### config.mk
export PLATFORM = sky130hd
export DESIGN_NAME = spi_master
export DESIGN_NICKNAME = d
export VERILOG_FILES = /design/src/rtl/spi_master_pkg.sv /design/src/rtl/spi_clk_tick.sv /design/src/rtl/spi_master.sv
export SDC_FILE = /design/constraint.sdc
export NUM_CORES = 1
export LEC_CHECK = 0
export ABC_CLOCK_PERIOD_IN_PS = 3000
export BUFFER_PORTS_ARGS = -buffer_cell sky130_fd_sc_hd__buf_2
export CAP_MARGIN = 20
export CORE_MARGIN = 1.5
export CORE_UTILIZATION = 35
export DETAILED_ROUTE_END_ITERATION = 8
export PLACE_DENSITY_LB_ADDON = 0.1
export SLEW_MARGIN = 20
export SYNTH_ARGS = -nofsm -noshare
export SYNTH_HDL_FRONTEND = slang
export SYNTH_SLANG_ARGS = --single-unit
### constraint.sdc
create_clock -name clk -period 3 [get_ports clk]
set_input_delay 0.15 -clock clk [delete_from_list [all_inputs] [get_ports clk]]
set_output_delay 0.15 -clock clk [all_outputs]
set_load 0.01 [all_outputs]
### src/rtl/spi_master_pkg.sv
// Shared definitions for the SPI mode-0 master: FSM state encoding, the default
// frame header and the smallest legal SCK half-period in clk cycles.
// Pure declarations; no logic, no latency, no flow control.
package spi_master_pkg;

    typedef enum logic [2:0] {
        ST_IDLE  = 3'd0,
        ST_SETUP = 3'd1,
        ST_SHIFT = 3'd2,
        ST_HOLD  = 3'd3,
        ST_GAP   = 3'd4
    } spi_state_t;

    // Expected first 32 received bits when header checking is compiled in.
    localparam logic [31:0] SPI_HEADER_DEFAULT = 32'h74697277;

    // The FPGA-side slave edge-detects SCK through synchronisers, so each
    // SCK level must last at least this many clk cycles.
    localparam int SPI_CLK_DIV_MIN = 4;

endpackage

### src/rtl/spi_clk_tick.sv
// SCK half-period timer: down-counter reloaded with CLK_DIV-1, tick while it reads zero.
// Latency: first tick CLK_DIV cycles after restart is released, then every CLK_DIV cycles.
// No backpressure; restart holds the counter at its reload value.
// Ports: clk, reset (sync, active high), restart (hold/reload), tick (one-cycle pulse).
module spi_clk_tick
    import spi_master_pkg::*;
#(
    parameter int CLK_DIV = 4
) (
    input  logic clk,
    input  logic reset,
    input  logic restart,
    output logic tick
);

    if (CLK_DIV < SPI_CLK_DIV_MIN) begin : g_bad_div
        $error("spi_clk_tick: CLK_DIV below minimum supported by the slave");
    end

    localparam int CW = (CLK_DIV > 1) ? $clog2(CLK_DIV) : 1;
    localparam logic [CW-1:0] RELOAD = CW'(CLK_DIV - 1);

    logic [CW-1:0] cnt;

    always_ff @(posedge clk) begin
        if (reset || restart || cnt == '0) begin
            cnt <= RELOAD;
        end else begin
            cnt <= cnt - CW'(1);
        end
    end

    assign tick = (cnt == '0);

endmodule

### src/rtl/spi_master.sv
// SPI mode-0 master: one BUFFER_SIZE-bit frame per accepted start, MSB first, MISO captured on SCK rise.
// Latency: done pulses CLK_DIV*(2*BUFFER_SIZE+2)+GAP_CYCLES+1 cycles after the accept edge.
// Backpressure: start is only accepted while busy==0; starts during a frame are dropped, not queued.
// Ports: clk, reset (sync, active high), start, tx_data -> busy, done, rx_data, hdr_err;
//        SPI_SCK/SPI_SSEL/SPI_MOSI out, SPI_MISO in.
// Build option: define SPI_RX_HEADER_CHECK_EN to gate rx_data updates on a matching 32-bit header.
module spi_master
    import spi_master_pkg::*;
#(
    parameter int BUFFER_SIZE = 64,
    parameter int CLK_DIV     = 4,
    parameter int GAP_CYCLES  = 8
`ifdef SPI_RX_HEADER_CHECK_EN
    ,
    parameter logic [31:0] HEADER = SPI_HEADER_DEFAULT
`endif
) (
    input  logic                   clk,
    input  logic                   reset,
    input  logic                   start,
    input  logic [BUFFER_SIZE-1:0] tx_data,
    output logic                   busy,
    output logic                   done,
    output logic [BUFFER_SIZE-1:0] rx_data,
    output logic                   hdr_err,
    output logic                   SPI_SCK,
    output logic                   SPI_SSEL,
    output logic                   SPI_MOSI,
    input  logic                   SPI_MISO
);

`ifdef SPI_RX_HEADER_CHECK_EN
    if (BUFFER_SIZE < 33) begin : g_bad_size
        $error("spi_master: header check needs BUFFER_SIZE >= 33");
    end
`endif

    localparam int BCW = $clog2(BUFFER_SIZE + 1);
    localparam int GCW = (GAP_CYCLES > 0) ? $clog2(GAP_CYCLES + 1) : 1;

    spi_state_t             state;
    logic [BUFFER_SIZE-1:0] tx_sh;
    logic [BUFFER_SIZE-1:0] rx_sh;
    logic [BCW-1:0]         bit_cnt;   // SCK falls completed in this frame
    logic [GCW-1:0]         gap_cnt;
    logic                   tick;

    // The timer is held in reload while idle, so the accept edge starts a fresh
    // half-period. Every later state change happens on a tick, where the counter
    // reloads by itself, so no explicit restart is needed there.
    spi_clk_tick #(
        .CLK_DIV (CLK_DIV)
    ) u_tick (
        .clk     (clk),
        .reset   (reset),
        .restart (state == ST_IDLE),
        .tick    (tick)
    );

    always_ff @(posedge clk) begin
        if (reset) begin
            state    <= ST_IDLE;
            SPI_SCK  <= 1'b0;
            SPI_SSEL <= 1'b1;
            SPI_MOSI <= 1'b0;
            busy     <= 1'b0;
            done     <= 1'b0;
            hdr_err  <= 1'b0;
            rx_data  <= '0;
            tx_sh    <= '0;
            rx_sh    <= '0;
            bit_cnt  <= '0;
            gap_cnt  <= '0;
        end else begin
            done    <= 1'b0;
            hdr_err <= 1'b0;
            case (state)
                ST_IDLE: begin
                    // busy is still high in the done cycle, which blocks a start there.
                    if (start && !busy) begin
                        tx_sh    <= tx_data;
                        SPI_MOSI <= tx_data[BUFFER_SIZE-1];
                        SPI_SSEL <= 1'b0;
                        busy     <= 1'b1;
                        bit_cnt  <= '0;
                        state    <= ST_SETUP;
                    end else begin
                        busy <= 1'b0;
                    end
                end
                ST_SETUP: begin
                    if (tick) begin
                        SPI_SCK <= 1'b1;
                        rx_sh   <= {rx_sh[BUFFER_SIZE-2:0], SPI_MISO};
                        state   <= ST_SHIFT;
                    end
                end
                ST_SHIFT: begin
                    if (tick) begin
                        if (SPI_SCK) begin
                            SPI_SCK  <= 1'b0;
                            tx_sh    <= tx_sh << 1;
                            SPI_MOSI <= tx_sh[BUFFER_SIZE-2];
                            bit_cnt  <= bit_cnt + BCW'(1);
                        end else if (bit_cnt == BCW'(BUFFER_SIZE)) begin
                            // Final low half-period is complete; no further rise.
                            state <= ST_HOLD;
                        end else begin
                            SPI_SCK <= 1'b1;
                            rx_sh   <= {rx_sh[BUFFER_SIZE-2:0], SPI_MISO};
                        end
                    end
                end
                ST_HOLD: begin
                    if (tick) begin
                        SPI_SSEL <= 1'b1;
                        SPI_MOSI <= 1'b0;
                        gap_cnt  <= GCW'(GAP_CYCLES);
                        state    <= ST_GAP;
                    end
                end
                ST_GAP: begin
                    if (gap_cnt == '0) begin
                        done  <= 1'b1;
                        state <= ST_IDLE;
`ifdef SPI_RX_HEADER_CHECK_EN
                        if (rx_sh[BUFFER_SIZE-1 -: 32] == HEADER) begin
                            rx_data <= rx_sh;
                        end else begin
                            hdr_err <= 1'b1;
                        end
`else
                        rx_data <= rx_sh;
`endif
                    end else begin
                        gap_cnt <= gap_cnt - GCW'(1);
                    end
                end
                default: state <= ST_IDLE;
            endcase
        end
    end

endmodule
* Word-level counts from Yosys, hierarchy flattened *
Index checks and enable logic that the tools add are counted.

word-level totals
  output and inout port bits = 70
  flip-flop bits (word level) = 212
  logic and storage cells = 90

operators by class
  mux-type cells = 38
  eq/ne operators = 15
  add/subtract/negate cells = 3
  reduce and logical (&&, ||, !) cells = 21
  bitwise logic cells = 1

operators by type and width
  kind                 count
  $mux 64              4
  $mux 63              3
  $pmux 64 s2          1
  $pmux 63 s2          1
  $mux 3               7
  $mux 7               3
  $ne 2x2->1 const B   10
  $pmux 3 s5           1
  $pmux 7 s2           1
  $mux 1               11
  $reduce_and 5->1     2
  $reduce_and 3->1     3
  $mux 4               2
  $pmux 4 s2           1
  $reduce_bool 2->1    4
  $add 7x1->7 const B  1
  $eq 7x7->1 const B   1
  $reduce_and 7->1     1
  $eq 3x2->1 const B   2
  $logic_not 4->1      1
  $pmux 1 s2           2
  $reduce_and 4->1     1
  $sub 4x1->4 const B  1
  $eq 3x1->1 const B   1
  other kinds (12)     13

* Longest topological paths before layout *
Gate-level depths: netlist (run 1).

  word-level depth = 5
  depth in mapped cells = 9
  gate-level depth less buffers = 6

* Hierarchy *
A second synthesis (run 1) with hierarchy kept.

second synthesis, totals
  cells, all modules = 896
  area total of the unflattened synthesis = 8804.7 sq um

modules (own cells, without submodules)
  module        times used  area each (sq um)  sequential area each (sq um)  cells each
  spi_master    1           8724.6             4204.0                        889
  spi_clk_tick  1           80.1               40.0                          7

* Least setup slack after synthesis (run 1) *
No wires, ideal clock.

  path type = reg-to-reg
  start = register u_tick.cnt[0]
  end = register rx_sh[13]
  arrival = 1668 ps
  clock period less this slack = 1740 ps
  cell stages (with the launch flop) = 10
  slack = 1260 ps
  buffers on the path = 3
  cells stage by stage = dfxtp_1 inv_1 ha_1 clkbuf_1 nor2b_1 o21ai_0 a21oi_1 buf_2 buf_4 mux2i_1

between the ends
  longest elaborated chain between the ends = 3

RTL lines
  element                                line                source
  from (decl)                            spi_clk_tick.sv:23  logic [CW-1:0] cnt;
  from (signal assigned)                 spi_clk_tick.sv:29  cnt <= cnt - CW'(1);
  $logic_not 2->1 (*)                    spi_clk_tick.sv:33  assign tick = (cnt == '0);
  $ne 2x2->1 (no source line)            --
  $reduce_and 5->1 (no source line) (*)  --
  to (signal assigned)                   spi_master.sv:94    rx_sh <= {rx_sh[BUFFER_SIZE-2:0], SPI_MISO};
  to (signal assigned)                   spi_master.sv:110   rx_sh <= {rx_sh[BUFFER_SIZE-2:0], SPI_MISO};
  to (decl)                              spi_master.sv:43    logic [BUFFER_SIZE-1:0] rx_sh;

Mark *: on every way between the ends. The rest lies on a longest branch, timed or not.
A chain may end at the register's enable or synchronous reset.

* Final worst setup path (run 1) *
  start = register state[2]
  end = register tx_sh[33]

between the ends
  longest elaborated chain between the ends = 3

RTL lines
  element                                                           line               source
  from (decl)                                                       spi_master.sv:41   spi_state_t state;
  from (signal assigned)                                            spi_master.sv:62   state <= ST_IDLE;
  from (signal assigned)                                            spi_master.sv:86   state <= ST_SETUP;
  from (signal assigned)                                            spi_master.sv:95   state <= ST_SHIFT;
  $eq 3x2->1 or $logic_not 3->1 (tied branches)                     spi_master.sv:77   case (state)
  $ne 2x2->1 (no source line) or $reduce_bool 2->1 (tied branches)  --
  $reduce_and 4->1 (no source line)                                 --
  to (signal assigned)                                              spi_master.sv:81   tx_sh <= tx_data;
  to (signal assigned)                                              spi_master.sv:102  tx_sh <= tx_sh << 1;
  to (decl)                                                         spi_master.sv:42   logic [BUFFER_SIZE-1:0] tx_sh;

Several ways; a longest one is shown, not always the timed one.

==> reports/metrics.csv, run 1 <==
stage;metric;value;unit
status;status;complete, no violations;
clock_tree;clock_latency;0.50;ns
synth;seq_area_frac_synth;50.2;%
grt;grt_pass1_vias;6567;
synth;synth_area_leaders;dfxtp_1, nand2_1, mux2i_1, a311oi_1, nand2b_1;
synth;synth_fp_nets;1038;
route;wire_per_inst;12.9;um
timing;period_share;71.7;%
timing;fin_tns_setup;0;ns
power;seqPwrFrac;48.7;%
setup_path;slowest_delay;0.56;ns
floorplan;initial_core_util;35.9;%
placed_design;placement.io_buffers;136;
setup_path;cp.arrival;2.55;ns
hold_path;worstHoldPathCells;2;
synth;synth.avg_cell_area;8.74;um2
clock_tree;ctsRootBufferMaster;clkbuf_16;
setup_path;startpoint_type;flip-flop;
floorplan;die_h;158;um
timing;hold_viol;0;
floorplan;die_x;158;um
power;power.leakage;0.00409;uW
clock_tree;cts_resized;0;
setup_path;r2r_end;tx_sh[33];
clock_tree;htreeDepth;1;
synth;synth-edff-count;0;
route;drt-total-wl;18900;um
hold_path;worstHoldEndpoint;rx_data[11];
timing;rsz0062_at_grt;false;
power;peakVddDrop;301;uV
setup_path;crit_slowest_cell;or3b_2;
route;via_per_inst;4.70;
setup_path;crit_type;flip-flop to flip-flop;
synth;syn_inst;966;
timing;worst_pin_slew;0.708;ns
setup_path;crit_path_end_kind;flip-flop;
power;internal-power;4720;uW
setup_path;r2r-start;state[2];
clock_tree;ctsLongestPathBuffers;3;
timing;drv_slew;0;
setup_path;cp_cell_sequence;or3b_2, o22ai_4, buf_12, nor2_1, a311oi_1;
clock_tree;cts_tree;built;
timing;period_needed;2.15;ns
placed_design;dpl.hpwl;11100;um
clock_tree;cts_made_buffers;24;
hold_path;hold_start;reset;
floorplan;core_area;0.0235;mm2
placed_design;place_congestion;0.701;
grt;grt_first_pass_wirelength;31100;um
synth;ys_types;41;
route;drtIter0Drc;239;
floorplan;dieArea;0.0251;mm2
timing;whs;0.0764;ns
hold_path;hold_class;primary input to flip-flop;
power;switching_power;1350;uW
synth;synth-seq-cells;212;
grt;grt-ovfl-total;0;
power;power.density;566;mW/mm2
grt;grt_usage;15.0;%
floorplan;row_count;56;
power;clockPowerShare;44.2;%
layout;syn_to_final_growth;27.0;%
route;drtPass1Iterations;4;
route;ant_nets;0;
layout;drive_gt1_share;17.4;%
timing;skew;0.00616;ns
synth;yosys.area.top_type;dfxtp_1;
synth;syn_area;0.00845;mm2
synth;ys_async_sr_fraction;0;%
layout;final_nets;1203;
layout;stdcell_count;1464;
setup_path;r2r_cells;5;
job;drv_cap;0;
timing;setup_viol;0;
grt;grt_max_degree;84;
synth;yosysTopAreaCellShare;50.2;%
route;vias;6883;
timing;slew_headroom;52.8;%
floorplan;ioPinCount;138;
route;drc;0;
synth;ys.flop_type;dfxtp_1;
clock_tree;cts.sinks;212;
placed_design;placed_cells_incl_taps;1359;
grt;antenna_found_initial;1;
power;swShare;22.3;%
setup_path;crit_required;3.40;ns
power;p_comb_share;7.1;%
setup_path;cp_max_fo;53;
timing;fmax;0.465;GHz
setup_path;crit_start;state[2];
synth;ys.warnings.count;0;
clock_tree;clk_pin_slew;0.06;ns
setup_path;reg2reg_slack;0.85;ns
## layer usage
metal | share of wire [%] | global-route usage (%) | wire length, um
met2 | 45 | 24.7 | 8510
met3 | 4.5 | 2.86 | 855
met1 | 49 | 20.1 | 9270
met5 | 0 | 0 | 0
met4 | 1.4 | 3.74 | 271
## layout by cell type, fill, tap and decap left out, types with 2 or more instances in the layout
cell	synthesis	final
or3b_2	4	5
clkbuf_16	0	25
inv_1	7	7
nand2_1	263	263
a311oi_1	56	56
xor2_1	4	4
nand2b_1	72	72
nand4_1	2	2
a31oi_1	2	2
buf_4	7	7
nor3_1	8	8
buf_12	0	7
nor2b_1	3	3
ha_1	4	4
dfxtp_1	212	212
or3_1	2	2
mux2i_1	65	65
o21ai_0	2	2
clkbuf_1	43	10
nand3_1	6	5
a311oi_2	7	7
nor3b_1	3	2
dlygate4sd3_1	0	65
xnor2_1	5	5
clkbuf_8	0	3
buf_2	19	135
nor2_1	75	75
a21oi_1	72	71
## cell families after synthesis
family / after synthesis / synth area share [%]
compound gates: 148 / 12.6
flops: 212 / 50.2
buf+inv: 83 / 4.90
other cells: 1 / 0.0444
xor+xnor: 9 / 0.933
mux: 65 / 7.70
simple gates: 444 / 23.0
fa+ha+maj: 4 / 0.593
## synth_stat cells (all sizes together) (2+ instances only)
cell and instances:
nand2 263, inv 7, clkbuf 43, xor2 4
o21ai 2, nor4 2, xnor2 5, buf 33
nor3 8, mux2i 65, ha 4, nor3b 3
or3 2, a21oi 72, nor2b 3, a311oi 63
a31oi 2, nand4 2, nand2b 72, dfxtp 212
nand3 6, or3b 5, nor2 76
## power groups by stage
stage / Sequential [uW] / Combinational [uW] / Clock [uW]
2_1_floorplan: 3010 / 275 / 0
3_5_place_dp: 3020 / 371 / 0
5_1_grt: 2970 / 482 / 2890
4_1_cts: 2960 / 436 / 2790
3_3_place_gp: 3020 / 363 / 0
6_report: 2960 / 431 / 2680
## critical path: cells and delay by family (launching register included)
family / cells / cell delay (ns)
AOI/OAI and AO/OA: 2 / 0.65
and+or+nand+nor: 2 / 0.64
DFF: 1 / 0.43
buffers and inverters: 1 / 0.30
## worst max-delay path by stage
stage	cells past startpoint	to
3_5_place_dp	5	bit_cnt[5]
2_1_floorplan	9	rx_sh[13]
4_1_cts	5	tx_sh[33]
5_1_grt	5	tx_sh[25]
6_report	5	tx_sh[33]
3_3_place_gp	5	bit_cnt[5]
## area by class of cell
| type | instances | area, um2 |
|---|---|---|
| fillers | 2403 | 12800 |
| flip-flops and latches | 212 | 4240 |
| multi-input cells | 671 | 3810 |
| repair buffers | 215 | 1530 |
| clock buffers | 38 | 704 |
| well taps | 319 | 399 |
| inverters | 7 | 26.3 |
| clock inverters | 1 | 5.00 |
| diodes | 1 | 2.50 |
## repair_timing
action / in CTS / in global routing
hold endpoints to repair: 65 / 0
setup buffers: 0 / 0
hold buffers: 65 / 0
## through the flow
stage | utilization, % | area [um2] | total power [uW] | setup WS, ns
global route | 45.6 | 10700 | 6340 | 0.747
finish | 45.6 | 10700 | 6070 | 0.850
global placement | 39.8 | 9360 | 3380 | 0.885
CTS | 45.6 | 10700 | 6180 | 0.841
floorplan | - | 8450 | 3280 | 1.26
detailed placement | 39.8 | 9360 | 3390 | 0.869
## sequential cells by signal, indices dropped and copies added, names as in the netlist
name	flops
tx_sh	63
u_tick.cnt	2
SPI_SCK	1
SPI_MOSI	1
state	3
bit_cnt	7
rx_data	64
gap_cnt	4
rx_sh	64
SPI_SSEL	1
busy	1
done	1
(Power assumes the default switching activity.)
==> inputs of run 2 (changes only) <==
ABC_CLOCK_PERIOD_IN_PS = 1800   (was 3000)
clock period = 1.8 ns   (was 3 ns; I/O delays follow)
==> reports/metrics.csv, run 2 (synthesis results as in run 1) <==
stage;metric;value;unit
route;ant_nets;0;
floorplan;dieArea;0.0251;mm2
layout;layout_common_cells;nand2_1, dfxtp_1, buf_2;
power;power.density;947;mW/mm2
clock_tree;htreeDepth;1;
timing;rsz0062_at_grt;true;
power;peakVddDrop;547;uV
timing;hold_viol;0;
grt;grt_max_degree;66;
clock_tree;clock_latency;0.52;ns
layout;final_common_cell;nand2_1;
floorplan;die_h;158;um
route;drc;0;
grt;antenna_found_initial;0;
placed_design;dpl.hpwl;11800;um
timing;setup_viol;0;
clock_tree;cts_tree;built;
route;via_per_inst;4.67;
layout;stdcell_count;1513;
layout;syn_to_final_growth;34.4;%
route;drtIter0Drc;272;
setup_path;crit_slowest_cell;or3_4;
placed_design;placed_cells_incl_taps;1388;
setup_path;crit_required;2.21;ns
clock_tree;ctsRootBufferMaster;clkbuf_16;
timing;fmax;0.564;GHz
placed_design;placement.io_buffers;136;
layout;drive_gt1_share;21.6;%
setup_path;crit_type;flip-flop to flip-flop;
floorplan;core_area;0.0235;mm2
floorplan;row_count;56;
setup_path;cp_max_fo;13;
timing;period_needed;1.77;ns
timing;drv_slew;0;
route;vias;7068;
setup_path;crit_path_end_kind;flip-flop;
setup_path;cp_cell_sequence;or3_4, o22ai_4, buf_6, clkbuf_16, nor2_1, a311oi_1;
setup_path;cp.arrival;2.19;ns
clock_tree;cts_made_buffers;24;
route;drt-total-wl;20100;um
power;p_total;10800;uW
setup_path;startpoint_type;flip-flop;
status;status;complete, no violations;
setup_path;slowest_delay;0.42;ns
job;drv_cap;0;
route;wire_per_inst;13.3;um
timing;skew;0.0127;ns
layout;reg.largest.list;rx_data x64, rx_sh x64, tx_sh x63;
grt;grt_pass1_vias;6769;
layout;n_antenna_cell;0;
hold_path;hold_class;primary input to flip-flop;
grt;grt-ovfl-total;0;
clock_tree;clk_pin_slew;0.06;ns
layout;final_nets;1248;
timing;whs;0.119;ns
placed_design;place_congestion;0.737;
power;power.leakage;0.00443;uW
floorplan;die_x;158;um
floorplan;initial_core_util;35.9;%
clock_tree;ctsLongestPathBuffers;3;
timing;period_share;98.6;%
timing;fin_tns_setup;0;ns
grt;grt_first_pass_wirelength;32300;um
route;drtPass1Iterations;5;
clock_tree;cts.sinks;212;
grt;grt_usage;15.5;%
floorplan;ioPinCount;138;
[run 2: path summary, 6_finish.rpt]
| kind | from | endpoint | slack (ns) | cells past startpoint |
|---|---|---|---|---|
| worst max-delay path | state[0] | tx_sh[29] | 0.03 | 6 |
| worst min-delay path | start | tx_sh[0] | 0.12 | 4 |
| worst max register to register | state[0] | tx_sh[29] | 0.03 | 6 |
| worst min register to register | u_tick.cnt[0] | u_tick.cnt[0] | 0.38 | 1 |
[run 2: final cells by class]
| type | count | area [um2] |
|---|---|---|
| fill | 2334 | 12200 |
| sequential | 212 | 4250 |
| multi-input combinational | 671 | 3840 |
| timing repair buffer | 260 | 2020 |
| clock buffer | 38 | 723 |
| tap | 319 | 399 |
| clock inverter | 6 | 93.8 |
| inverter | 7 | 26.3 |
[run 2: critical path: cells and delay by family, from the launching register on]
| kind | cells | cell delay [ns] |
|---|---|---|
| compound gates | 2 | 0.53 |
| simple gates | 2 | 0.46 |
| flops | 1 | 0.34 |
| buf+inv | 2 | 0.34 |
[run 2: per-layer routing]
layer  track usage (%)  up-vias  part of all wire (%)
li1                  -     3674                     -
met4              3.74        0                   1.5
met1              20.5     3243                    49
met3              2.91       26                   4.0
met5                 0        -                     0
met2              26.1      125                    45
[run 2: report_power, final]
group	leakage (uW)	internal [uW]	switching, uW
Clock	0.000397	3040	1960
Combinational	0.00231	442	384
Sequential	0.00172	4850	80.0
Total	0.00443	8330	2420
[run 2: through the flow]
| stage | util, % | instance area [um2] | setup WS [ns] |
|---|---|---|---|
| 2_1_floorplan | - | 8450 | 0.0604 |
| 3_3_place_gp | 40.8 | 9610 | -0.0254 |
| 3_5_place_dp | 40.8 | 9610 | -0.0423 |
| 4_1_cts | 47.3 | 11100 | 0.00406 |
| 5_1_grt | 48.2 | 11400 | -0.0424 |
| 6_report | 48.2 | 11400 | 0.0260 |
[run 2: repair_timing]
action	4_1_cts	5_1_grt
gates resized for setup	5	13
endpoints found under the setup margin	37	165
buffers inserted	2	9
hold buffers	66	0
endpoints found under the hold margin	77	0
gates cloned	1	4
pin swaps	0	22
